--- src/rtl/usb_wire_direction_ctrl.sv ---
// Half-duplex owner arbitration for the USB D+/D- wire: turnaround guard before TX,
// quiet gaps after TX/RX, and conversion of the reader's idle timeout into a response timeout.
module usb_wire_direction_ctrl #(
    parameter int unsigned TURN_FS = 8,
    parameter int unsigned TURN_LS = 64,
    parameter int unsigned GAP_FS  = 8,
    parameter int unsigned GAP_LS  = 64
) (
    input  logic       clk,
    input  logic       rst,
    input  logic       fullSpeedRate,
    input  logic       txReq,
    input  logic       txDone,
    input  logic       expectResp,
    input  logic       abort,
    input  logic       RxWireActive,
    input  logic       noActivityTimeOut,
    output logic       txGnt,
    output logic       TxWireActiveDrive,
    output logic       noActivityTimeOutEnable,
    output logic       respTimeOut,
    output logic       rxBusy,
    output logic [2:0] wireState
);

    localparam int unsigned CNT_W = 8;
    localparam int unsigned ST_W  = 3;

    localparam logic [ST_W-1:0] IDLE      = 3'd0;
    localparam logic [ST_W-1:0] TX_TURN   = 3'd1;
    localparam logic [ST_W-1:0] TX_ACTIVE = 3'd2;
    localparam logic [ST_W-1:0] WAIT_RESP = 3'd3;
    localparam logic [ST_W-1:0] RX_ACTIVE = 3'd4;
    localparam logic [ST_W-1:0] GAP       = 3'd5;

    logic [ST_W-1:0]  state;
    logic [ST_W-1:0]  nextState;
    logic [CNT_W-1:0] cnt;
    logic [CNT_W-1:0] nextCnt;
    logic [CNT_W-1:0] turnLoad;
    logic [CNT_W-1:0] gapLoad;
    logic             nextRespTimeOut;
    logic             nextTxGnt;
    logic             nextDrive;
    logic             nextToEnable;
    logic             nextRxBusy;

    // State, counter and Moore outputs, all registered together
    always_ff @(posedge clk or negedge rst) begin
        if (!rst) begin
            state                   <= IDLE;
            cnt                     <= '0;
            txGnt                   <= 1'b0;
            TxWireActiveDrive       <= 1'b0;
            noActivityTimeOutEnable <= 1'b0;
            respTimeOut             <= 1'b0;
            rxBusy                  <= 1'b0;
            wireState               <= IDLE;
        end else begin
            state                   <= nextState;
            cnt                     <= nextCnt;
            txGnt                   <= nextTxGnt;
            TxWireActiveDrive       <= nextDrive;
            noActivityTimeOutEnable <= nextToEnable;
            respTimeOut             <= nextRespTimeOut;
            rxBusy                  <= nextRxBusy;
            wireState               <= nextState;
        end
    end

    // Next-state and dwell counter; abort and illegal encodings fall back to the IDLE defaults
    always_comb begin
        nextState       = IDLE;
        nextCnt         = '0;
        nextRespTimeOut = 1'b0;
        turnLoad        = fullSpeedRate ? CNT_W'(TURN_FS - 1) : CNT_W'(TURN_LS - 1);
        gapLoad         = fullSpeedRate ? CNT_W'(GAP_FS - 1)  : CNT_W'(GAP_LS - 1);
        if (!abort) begin
            case (state)
                IDLE: begin
                    if (RxWireActive) begin
                        nextState = RX_ACTIVE;
                    end else if (txReq) begin
                        nextState = TX_TURN;
                        nextCnt   = turnLoad;
                    end
                end
                TX_TURN: begin
                    if (RxWireActive) begin
                        nextState = RX_ACTIVE;
                    end else if (!txReq) begin
                        nextState = IDLE;
                    end else if (cnt == '0) begin
                        nextState = TX_ACTIVE;
                    end else begin
                        nextState = TX_TURN;
                        nextCnt   = cnt - CNT_W'(1);
                    end
                end
                TX_ACTIVE: begin
                    if (txDone && expectResp) begin
                        nextState = WAIT_RESP;
                    end else if (txDone) begin
                        nextState = GAP;
                        nextCnt   = gapLoad;
                    end else begin
                        nextState = TX_ACTIVE;
                    end
                end
                WAIT_RESP: begin
                    if (RxWireActive) begin
                        nextState = RX_ACTIVE;
                    end else if (noActivityTimeOut) begin
                        nextState       = IDLE;
                        nextRespTimeOut = 1'b1;
                    end else begin
                        nextState = WAIT_RESP;
                    end
                end
                RX_ACTIVE: begin
                    if (!RxWireActive) begin
                        nextState = GAP;
                        nextCnt   = gapLoad;
                    end else begin
                        nextState = RX_ACTIVE;
                    end
                end
                GAP: begin
                    if (RxWireActive) begin
                        nextState = RX_ACTIVE;
                    end else if (cnt != '0) begin
                        nextState = GAP;
                        nextCnt   = cnt - CNT_W'(1);
                    end
                end
                default: nextState = IDLE;
            endcase
        end
    end

    // Output decode from the state being entered
    always_comb begin
        nextTxGnt    = (nextState == TX_ACTIVE);
        nextDrive    = (nextState == TX_ACTIVE);
        nextToEnable = (nextState == WAIT_RESP);
        nextRxBusy   = (nextState == RX_ACTIVE);
    end

endmodule

--- config.mk ---
export PLATFORM = sky130hd
export DESIGN_NAME = usb_wire_direction_ctrl
export DESIGN_NICKNAME = d
export VERILOG_FILES = /design/src/rtl/usb_wire_direction_ctrl.sv
export SDC_FILE = /design/constraint.sdc
export NUM_CORES = 1
export LEC_CHECK = 0
export ABC_CLOCK_PERIOD_IN_PS = 4650
export CORE_ASPECT_RATIO = 1.5
export CORE_UTILIZATION = 30
export DETAILED_ROUTE_END_ITERATION = 8
export PLACE_DENSITY = 0.56
export SLEW_MARGIN = 30
export SYNTH_ARGS = -nofsm -noshare
export SYNTH_HDL_FRONTEND = slang
export SYNTH_SLANG_ARGS = --single-unit
--- constraint.sdc ---
create_clock -name clk -period 4.65 [get_ports clk]
set_clock_uncertainty 0.1 [all_clocks]
set_input_delay 0.465 -clock clk [delete_from_list [all_inputs] [get_ports clk]]
set_output_delay 0.465 -clock clk [all_outputs]
set_load 0.02 [all_outputs]
==> metrics.txt <==
# TYPE chip_impl_metric gauge
chip_impl_metric{name="powerDensity",unit="nW/um^2"} 279.9
chip_impl_info{name="regToRegEndpoint",value="rxBusy"} 1
chip_impl_metric{name="fp.dieH",unit="um"} 64.83
chip_impl_metric{name="post_route_cells_drive_above_1_share",unit=""} 0.09375
chip_impl_metric{name="synth_async_sr_flop_share",unit=""} 1.000
chip_impl_info{name="leading_register_cell_type_out_of_synthesis",value="sky130_fd_sc_hd__dfrtp_1"} 1
chip_impl_info{name="path_delay_family",value="simple AND/OR/NAND/NOR gates"} 1
chip_impl_info{name="rsz_0062_raised_after_global_routing",value="false"} 1
chip_impl_info{name="cts.root.buffer_cell",value="sky130_fd_sc_hd__clkbuf_4"} 1
chip_impl_metric{name="cell_area_synth",unit="um^2"} 789.5
chip_impl_info{name="outcome",value="complete, but fails checks"} 1
chip_impl_metric{name="aggregate_global_routing_overflow",unit=""} 0
chip_impl_metric{name="finish.utilization",unit=""} 0.4030
chip_impl_metric{name="std_cell_rows",unit=""} 22
chip_impl_info{name="endpoint_kind",value="flop"} 1
chip_impl_metric{name="achievable-frequency",unit="GHz"} 0.4097
chip_impl_metric{name="die_width",unit="um"} 43.89
chip_impl_info{name="criticalPathCategory",value="in -> reg"} 1
chip_impl_metric{name="numClockSinks",unit=""} 15
chip_impl_info{name="worst_r2r_startpoint",value="cnt[0]"} 1
chip_impl_metric{name="final.min_clock_period",unit="ns"} 2.441
chip_impl_metric{name="syn_inst_count",unit=""} 77
chip_impl_metric{name="floorplan_die_area",unit="um^2"} 2845
chip_impl_metric{name="post_cts.repair.setup_buffers",unit=""} 0
chip_impl_metric{name="place_inst",unit=""} 116
chip_impl_metric{name="wl",unit="mm"} 1.689
chip_impl_metric{name="place.gp.congestion",unit=""} 0.8584
chip_impl_metric{name="synth-seq-area-share",unit=""} 0.4754
chip_impl_metric{name="final-setup-viol-count",unit=""} 0
chip_impl_metric{name="holdBufCountCts",unit=""} 0
chip_impl_metric{name="instances_no_fill",unit=""} 120
chip_impl_metric{name="power_leakage",unit="uW"} 0.0004341
chip_impl_metric{name="fin_tns_setup",unit="ns"} 0
chip_impl_info{name="hold_class",value="reg -> reg"} 1
chip_impl_metric{name="numCtsBuffers",unit=""} 3
chip_impl_metric{name="routedWlPerCell",unit="um"} 14.08
chip_impl_metric{name="hold-worst-slack",unit="ns"} 0.4421
chip_impl_metric{name="maxCapViolCount",unit=""} 0
chip_impl_metric{name="h-tree-depth",unit=""} 1
chip_impl_metric{name="initial_antenna_violation_count",unit=""} 0
chip_impl_metric{name="n_antenna_cell",unit=""} 0
chip_impl_metric{name="cts-resized-gates",unit=""} 0
chip_impl_info{name="failed_checks",value="design-rule violations"} 1
chip_impl_metric{name="global_route.usage.total",unit=""} 0.1444
chip_impl_metric{name="final_hold_viols",unit=""} 0
chip_impl_metric{name="first_global_vias",unit=""} 699
chip_impl_metric{name="design.final.nets",unit=""} 108
chip_impl_metric{name="cts.clk_slew.worst_paths",unit="ns"} 0.08
chip_impl_info{name="tritoncts",value="done"} 1
chip_impl_info{name="timing.critical_path.cells",value="clkdlybuf4s50_1, or4b_2, or4_1, a221o_1, a211oi_2"} 1
chip_impl_metric{name="transition_time_at_the_pin_with_the_least_slew_margin",unit="ns"} 0.6904
chip_impl_metric{name="drt_iter0_markers",unit=""} 19
chip_impl_metric{name="arrival",unit="ns"} 2.54
chip_impl_metric{name="drcViolationCount",unit=""} 2
chip_impl_metric{name="post_synth_edffs",unit=""} 0
chip_impl_metric{name="max-slew-margin-rel",unit=""} 0.5383
chip_impl_metric{name="dr.pass1.iters",unit=""} 6
chip_impl_info{name="setup.worst_path.start_class",value="input pin"} 1
chip_impl_metric{name="ios",unit=""} 17
chip_impl_metric{name="dp_hpwl",unit="mm"} 1.218
chip_impl_metric{name="grt_first_pass_wirelength",unit="mm"} 3.036
chip_impl_metric{name="count_of_buffers_from_port_buffering",unit=""} 16
chip_impl_info{name="holdCritStartpoint",value="cnt[0]"} 1
chip_impl_metric{name="core",unit="um^2"} 2477
chip_impl_info{name="worst_path_max_delay_cell",value="sky130_fd_sc_hd__or4b_2"} 1
chip_impl_metric{name="synth_seq_cells",unit=""} 15
chip_impl_metric{name="timing.critical_path.fanout_max",unit=""} 6
chip_impl_metric{name="maximum_root_to_sink_buffer_count",unit=""} 2
chip_impl_metric{name="synthToLayoutAreaGrowth",unit="%"} 26.47
chip_impl_metric{name="final.period_utilization",unit=""} 0.5250
chip_impl_metric{name="hold_depth",unit=""} 1
chip_impl_metric{name="worst_skew_pair_latency",unit="ns"} 0.28
chip_impl_metric{name="routed_via_count",unit=""} 658
chip_impl_metric{name="final_max_slew_viol_count",unit=""} 0
chip_impl_metric{name="average_via_count_per_standard_cell",unit=""} 5.483
chip_impl_metric{name="peakVddDrop",unit="mV"} 0.1296
chip_impl_metric{name="path_buf_inv",unit=""} 1
chip_impl_metric{name="grt_start_max_net_pins",unit=""} 16
chip_impl_metric{name="effective_utilization_at_floorplan",unit=""} 0.3187
chip_impl_metric{name="cp_slowest_stage_delay",unit="ns"} 0.68
chip_impl_metric{name="worst-r2r-setup-slack",unit="ns"} 2.33
chip_impl_metric{name="syn_avg_cell_area",unit="um^2"} 10.25
chip_impl_info{name="whs_endpoint",value="cnt[0]"} 1
chip_impl_metric{name="mappedNetlistNets",unit=""} 88
chip_impl_metric{name="worstPathRequired",unit="ns"} 4.75
chip_impl_metric{name="synth-warning-count",unit=""} 0
chip_impl_metric{name="postRouteAntennaNets",unit=""} 0
chip_impl_metric{name="ff2ff_path_depth",unit=""} 6
chip_impl_metric{name="synth_cell_types",unit=""} 34
[logic make-up (layout without fill, tap and decap cells)]
| kind of cell | count (synthesis) | count (layout) | synth area share |
|---|---|---|---|
| flip-flops | 15 | 15 | 0.4754 |
| adder cells (fa/ha/maj) | 2 | 2 | 0.03169 |
| AO/OA/AOI/OAI | 17 | 17 | 0.1569 |
| XOR/XNOR | 6 | 6 | 0.06656 |
| multiplexers | 1 | 1 | 0.01426 |
| buffers and inverters | 9 | 28 | 0.04755 |
| AND/OR/NAND/NOR | 27 | 27 | 0.2076 |
[cell usage after synthesis (all sizes together), types with 2 or more instances]
master	instances	area, um^2
dfrtp	15	375.4
inv	8	30.03
nor2	8	30.03
o21ai	4	20.02
xnor2	4	35.03
a211oi	3	27.52
o22ai	3	18.77
or4	3	26.27
ha	2	25.02
nand2b	2	12.51
nor3	2	10.01
o2111ai	2	17.52
or3	2	13.77
xor2	2	17.52
[sequential cells by signal, indices dropped and copies added, names as in the netlist]
| register | flops |
|---|---|
| respTimeOut | 1 |
| cnt | 8 |
| state | 3 |
| rxBusy | 1 |
| noActivityTimeOutEnable | 1 |
| TxWireActiveDrive | 1 |
[layout by cell type (no fill, tap or decap), types with 2 or more instances in the layout]
master,count
sky130_fd_sc_hd__clkdlybuf4s50_1,16
sky130_fd_sc_hd__dfrtp_1,15
sky130_fd_sc_hd__inv_1,8
sky130_fd_sc_hd__nor2_1,8
sky130_fd_sc_hd__o21ai_0,4
sky130_fd_sc_hd__xnor2_1,4
sky130_fd_sc_hd__o22ai_1,3
sky130_fd_sc_hd__clkbuf_4,3
sky130_fd_sc_hd__nand2b_1,2
sky130_fd_sc_hd__a211oi_1,2
sky130_fd_sc_hd__or4_1,2
sky130_fd_sc_hd__o2111ai_1,2
sky130_fd_sc_hd__nor3_1,2
sky130_fd_sc_hd__xor2_1,2
sky130_fd_sc_hd__ha_1,2
[per-stage QoR]
step	setup WS [ns]	cell area [um^2]	power [uW]
after global placement	1.943	972.2	209.5
after CTS	2.218	998.5	284.9
after floorplan	2.490	789.5	184.8
after global routing	2.136	998.5	299.2
after detailed placement	1.917	972.2	210.0
final	2.209	998.5	279.5
[how the worst max path moves through the flow]
stage                      start                 to  cells after the start
CTS                 RxWireActive  TxWireActiveDrive                      5
floorplan               state[2]  TxWireActiveDrive                      4
global placement    RxWireActive  TxWireActiveDrive                      5
detailed placement  RxWireActive  TxWireActiveDrive                      5
finish              RxWireActive  TxWireActiveDrive                      5
global route        RxWireActive  TxWireActiveDrive                      5
[power by group]
| part | switching, uW | internal, uW | total, uW | leakage [uW] |
|---|---|---|---|---|
| Sequential | 7.20 | 136 | 144 | 0.000204 |
| Clock | 38.5 | 33.3 | 71.8 | 0.0000150 |
| Combinational | 31.9 | 32.1 | 64.0 | 0.000215 |
| Total | 77.7 | 202 | 279 | 0.000434 |
[area by class of cell]
type,instances,area (um^2)
Clock buffer,4,26.28
Fill cell,243,1479
Multi-Input combinational cell,53,376.6
Sequential cell,15,375.4
Tap cell,24,30.03
Inverter,8,30.03
Timing Repair Buffer,16,160.2
[per-layer routing]
layer | share of wire | track usage | up-vias
met5 | 0 | 0 | -
met4 | 0.036 | 0.1023 | 0
met3 | 0.049 | 0.02228 | 6
met2 | 0.49 | 0.2388 | 21
met1 | 0.42 | 0.1634 | 313
li1 | - | - | 318
Power figures use the tool's default switching activity.
